<file path="src/rtl/rv32i_instr_encoder.sv">
// Encodes decoded RV32I fields back into instruction words and queues them, with a per-word
// error flag, in a small FIFO that presents a valid/ready stream to the fetch side.
module rv32i_instr_encoder #(
  parameter int unsigned DEPTH = 4
) (
  input  logic                    CLK,
  input  logic                    nRST,
  input  logic                    flush,
  input  logic                    req_valid,
  output logic                    req_ready,
  input  logic [2:0]              req_fmt,
  input  logic [6:0]              req_opcode,
  input  logic [2:0]              req_funct3,
  input  logic [6:0]              req_funct7,
  input  logic [4:0]              req_rd,
  input  logic [4:0]              req_rs1,
  input  logic [4:0]              req_rs2,
  input  logic [31:0]             req_imm,
  output logic                    instr_valid,
  input  logic                    instr_ready,
  output logic [31:0]             instr,
  output logic                    instr_err,
  output logic [$clog2(DEPTH):0]  count
);

  localparam int unsigned AW = $clog2(DEPTH);
  localparam int unsigned CW = AW + 1;

  typedef enum logic [2:0] {
    FmtR     = 3'd0,
    FmtI     = 3'd1,
    FmtS     = 3'd2,
    FmtB     = 3'd3,
    FmtU     = 3'd4,
    FmtJ     = 3'd5,
    FmtShift = 3'd6,
    FmtRsvd  = 3'd7
  } fmt_e;

  logic signed [31:0] imm_s;
  logic               imm12_bad;
  logic               immb_bad;
  logic               immj_bad;
  logic [31:0]        enc_word;
  logic               enc_err;

  assign imm_s     = $signed(req_imm);
  assign imm12_bad = (imm_s < -32'sd2048) || (imm_s > 32'sd2047);
  assign immb_bad  = (imm_s < -32'sd4096) || (imm_s > 32'sd4094) || req_imm[0];
  assign immj_bad  = (imm_s < -32'sd1048576) || (imm_s > 32'sd1048574) || req_imm[0];

  // Illegal immediates still encode from the truncated bits; only the flag records the problem.
  always_comb begin
    enc_word = '0;
    enc_err  = 1'b0;
    unique case (fmt_e'(req_fmt))
      FmtR: enc_word = {req_funct7, req_rs2, req_rs1, req_funct3, req_rd, req_opcode};
      FmtI: begin
        enc_word = {req_imm[11:0], req_rs1, req_funct3, req_rd, req_opcode};
        enc_err  = imm12_bad;
      end
      FmtS: begin
        enc_word = {req_imm[11:5], req_rs2, req_rs1, req_funct3, req_imm[4:0], req_opcode};
        enc_err  = imm12_bad;
      end
      FmtB: begin
        enc_word = {req_imm[12], req_imm[10:5], req_rs2, req_rs1, req_funct3,
                    req_imm[4:1], req_imm[11], req_opcode};
        enc_err  = immb_bad;
      end
      FmtU: begin
        enc_word = {req_imm[31:12], req_rd, req_opcode};
        enc_err  = (req_imm[11:0] != 12'd0);
      end
      FmtJ: begin
        enc_word = {req_imm[20], req_imm[10:1], req_imm[11], req_imm[19:12], req_rd, req_opcode};
        enc_err  = immj_bad;
      end
      FmtShift: begin
        enc_word = {req_funct7, req_imm[4:0], req_rs1, req_funct3, req_rd, req_opcode};
        enc_err  = (req_imm[31:5] != 27'd0);
      end
      FmtRsvd: begin
        enc_word = '0;
        enc_err  = 1'b1;
      end
      default: begin
        enc_word = '0;
        enc_err  = 1'b1;
      end
    endcase
  end

  logic [32:0]   mem_q [DEPTH];
  logic [32:0]   mem_d [DEPTH];
  logic [AW-1:0] wr_ptr_q, wr_ptr_d;
  logic [AW-1:0] rd_ptr_q, rd_ptr_d;
  logic [CW-1:0] count_q, count_d;
  logic [32:0]   head;
  logic          push;
  logic          pop;

  assign req_ready   = (count_q != CW'(DEPTH));
  assign instr_valid = (count_q != '0);
  assign head        = mem_q[rd_ptr_q];
  assign instr       = instr_valid ? head[31:0] : 32'd0;
  assign instr_err   = instr_valid ? head[32] : 1'b0;
  assign count       = count_q;

  // Flush wins over both handshakes in its cycle.
  assign push = req_valid && req_ready && !flush;
  assign pop  = instr_valid && instr_ready && !flush;

  always_comb begin
    mem_d    = mem_q;
    wr_ptr_d = wr_ptr_q;
    rd_ptr_d = rd_ptr_q;
    count_d  = count_q;
    if (flush) begin
      wr_ptr_d = '0;
      rd_ptr_d = '0;
      count_d  = '0;
    end else begin
      if (push) begin
        mem_d[wr_ptr_q] = {enc_err, enc_word};
        wr_ptr_d        = wr_ptr_q + AW'(1);
      end
      if (pop) begin
        rd_ptr_d = rd_ptr_q + AW'(1);
      end
      unique case ({push, pop})
        2'b10:   count_d = count_q + CW'(1);
        2'b01:   count_d = count_q - CW'(1);
        default: count_d = count_q;
      endcase
    end
  end

  always_ff @(posedge CLK or negedge nRST) begin
    if (!nRST) begin
      for (int i = 0; i < int'(DEPTH); i++) begin
        mem_q[i] <= '0;
      end
      wr_ptr_q <= '0;
      rd_ptr_q <= '0;
      count_q  <= '0;
    end else begin
      mem_q    <= mem_d;
      wr_ptr_q <= wr_ptr_d;
      rd_ptr_q <= rd_ptr_d;
      count_q  <= count_d;
    end
  end

endmodule

</file>
<file path="config.mk">
export PLATFORM = sky130hd
export DESIGN_NAME = rv32i_instr_encoder
export DESIGN_NICKNAME = d
export VERILOG_FILES = /design/src/rtl/rv32i_instr_encoder.sv
export SDC_FILE = /design/constraint.sdc
export NUM_CORES = 1
export LEC_CHECK = 0
export ABC_CLOCK_PERIOD_IN_PS = 2530
export BUFFER_PORTS_ARGS = -buffer_cell sky130_fd_sc_hd__buf_2
export CAP_MARGIN = 15
export CORE_ASPECT_RATIO = 0.7
export CORE_MARGIN = 3
export CORE_UTILIZATION = 55
export DETAILED_ROUTE_END_ITERATION = 16
export HOLD_SLACK_MARGIN = 0.12
export PLACE_DENSITY = 0.77
export SYNTH_ARGS = -nofsm -noshare
export SYNTH_HDL_FRONTEND = slang
export SYNTH_SLANG_ARGS = --single-unit
</file>
<file path="constraint.sdc">
create_clock -name CLK -period 2.53 [get_ports CLK]
set_input_delay 0.253 -clock CLK [delete_from_list [all_inputs] [get_ports CLK]]
set_output_delay 0.253 -clock CLK [all_outputs]
set_load 0.1 [all_outputs]
</file>
==> metrics.yaml <==
initial_core_util_pct: 58.3
antenna_cells: 0
cts_made_buffers: 17
yosysSeqAreaShare_pct: 49.3
fin_util_pct: 73.0
crit_end: "instr[22]"
grt_max_degree: 60
drive_gt1_share_pct: 29.6
ys_async_sr_fraction_pct: 100
routed_wl_um: 18800
synth_top_family_by_area: "multiplexers"
overflow: 0
maxSlewHeadroom_pct: 34.8
r2r_start: "count[2]"
r2r-end: "mem_q[77]"
layout_commonest_cell: "nand2_1"
peakVddDrop_mv: 1.25
portBuffers: 109
antenna_found_initial: 0
grt_pass1_vias: 5960
rsz0062_at_grt: "no"
slew_viol_final: 0
drt.antenna.violating_nets: 0
cp.arrival_ps: 2080
worstMarginPinSlew_ps: 975
die_w_um: 141
hpwl_um: 12600
ys.flop_type: "dfrtp_1"
ios: 110
cellPowerDensity_mw_per_mm2: 1400
cts_buffer_depth: 2
path_cells: "buf_4 -> mux4_2 -> and2_2 -> buf_12"
max_cap_viol_count: 0
rows: 33
synth_compound_area_share_pct: 13.9
synth-seq-cells: 139
fin_nets: 851
r2r_setup_slack_ps: 400
setup_viol: 0
stdcell_area_mm2: 0.00883
cts-root-buf: "clkbuf_16"
crit_slowest_cell: "mux4_2"
yosys.cell_types.count: 47
min_from: "req_valid"
critPathTopFamily: "multiplexers"
fin_tns_setup_ps: 0
reg2regPathDepth: 6
synthMuxAreaShare_pct: 16.0
clk_latency_ps: 420
htreeDepth: 4
grt_first_pass_wirelength_um: 30100
syn-instance-count: 679
place_congestion: 0.879
drt_first_pass_iters: 5
finalHoldViolCount: 0
design_power_total_uw: 12400
fin_crit_ps: 2330
cts.sinks: 139
cts_tree: "done"
vias: 5794
cp.required_ps: 2280
place_area_mm2: 0.00825
startpoint_type: "flip-flop"
worstPathMaxFanout: 14
cp_slowest_stage_delay_ps: 580
pre_cts_ws_ps: 424
drt_iter0_markers: 372
track_usage_pct: 27.1
synth_nets: 756
mostFrequentLayoutCells: "143 x nand2_1, 135 x dfrtp_1, 114 x o21ai_0"
crit_buf_inv: 2
path_depth: 4
wl_per_cell_um: 19.9
critPathCaptureType: "primary output"
core_mm2: 0.0121
vias_per_cell: 6.14
area_growth_pct: 25.2
synth.avg_cell_area_um2: 10.4
synth-simple-area-share_pct: 15.3
worstHoldPathType: "primary input to flip-flop"
die_height_um: 101
synthXorXnorAreaFrac_pct: 0.621
syn_area_mm2: 0.00706
p_leak_uw: 0.00398
fin_crit_sh_pct: 92.2
worstSetupPathType: "flip-flop to primary output"
drc: 0
post_cts_buffers: 0
timing.critical_path.from: "rd_ptr_q[0]"
status: "finished, final reports clean"
fmax_ghz: 0.429
setup_ws_ps: 197
clk_pin_slew_worst_paths_ps: 60
dieArea_mm2: 0.0142
finalClockSkew_ps: 7.15
ys_warn_count: 0
synth_edf_count: 0
yosys.area_share.adder_pct: 0.993
[cells by family after synthesis]
| family | Yosys count |
|---|---|
| and+or+nand+nor | 234 |
| muxes | 66 |
| xor gates and xnor gates | 5 |
| buffers and inverters | 56 |
| adders and majority gates | 5 |
| AOI/OAI and AO/OA | 174 |
| DFF | 139 |
[worst register-to-register path: stages (launching register included)]
cell     delay, ps
dfrtp_2        440
or3b_4         260
nor3b_4        430
nand2_2        350
buf_4          330
nand2_1         90
o21ai_0         90
[state kept, by name, summed over array words and instances (netlist names)]
signal    count
count         3
wr_ptr_q      2
mem_q       132
rd_ptr_q      2
[area by class of cell]
class / instances / area, um^2
fillers: 799 / 3260
multi-input cells: 484 / 3310
well taps: 157 / 196
repair buffers: 126 / 1250
clock buffers: 19 / 453
inverters: 6 / 22.5
clock inverters: 13 / 118
flip-flops and latches: 139 / 3480
[where the power goes]
group | internal (uW) | leakage, uW | switching, uW
logic | 2460 | 0.00191 | 3960
registers | 3100 | 0.00180 | 518
clock network | 1410 | 0.000268 | 959
[through the flow]
stage | hold slack, ps | instances
global placement | 308 | 911
detailed placement | 323 | 911
CTS | 124 | 944
floorplan | -42.6 | 679
global route | 154 | 944
finish | 139 | 944
[synth_stat cells (4+ instances only)]
library cell	n	area, um^2
a21oi_1	22	110
mux2_4	6	90.1
buf_4	6	45.0
mux4_2	33	743
nand2_1	144	541
o21ai_0	114	571
inv_1	6	22.5
dfrtp_1	139	3480
nor4_1	7	43.8
a22o_1	6	52.6
a221oi_1	5	43.8
a22oi_1	12	90.1
nand3_1	6	30.0
nand4_1	5	31.3
mux2_2	18	203
nor2b_1	7	43.8
ha_1	4	50.1
nor2_1	17	63.8
and2_1	33	206
clkbuf_1	26	97.6
mux2i_1	9	90.1
buf_6	4	45.0
buf_2	13	65.1
[routing by layer]
layer / vias up / GRT usage, % / wire length [um]
met5: - / 0 / 0
met4: 0 / 8.85 / 394
met3: 50 / 8.20 / 1660
met2: 300 / 44.5 / 9060
met1: 2843 / 35.0 / 7660
li1: 2601 / - / -
[worst min-delay path by stage]
stage	endpoint	slack [ps]	cells past startpoint
3_5_place_dp	mem_q[104]	320	1
2_1_floorplan	count[0]	-40	0
6_report	wr_ptr_q[1]	140	3
5_1_grt	count[1]	150	2
4_1_cts	wr_ptr_q[1]	120	3
3_3_place_gp	mem_q[103]	310	1
[what timing repair did]
item	CTS	global route
endpoints found under the hold margin	46	0
gates resized for setup	0	0
hold buffers	1	0
Power figures use the tool's default switching activity.
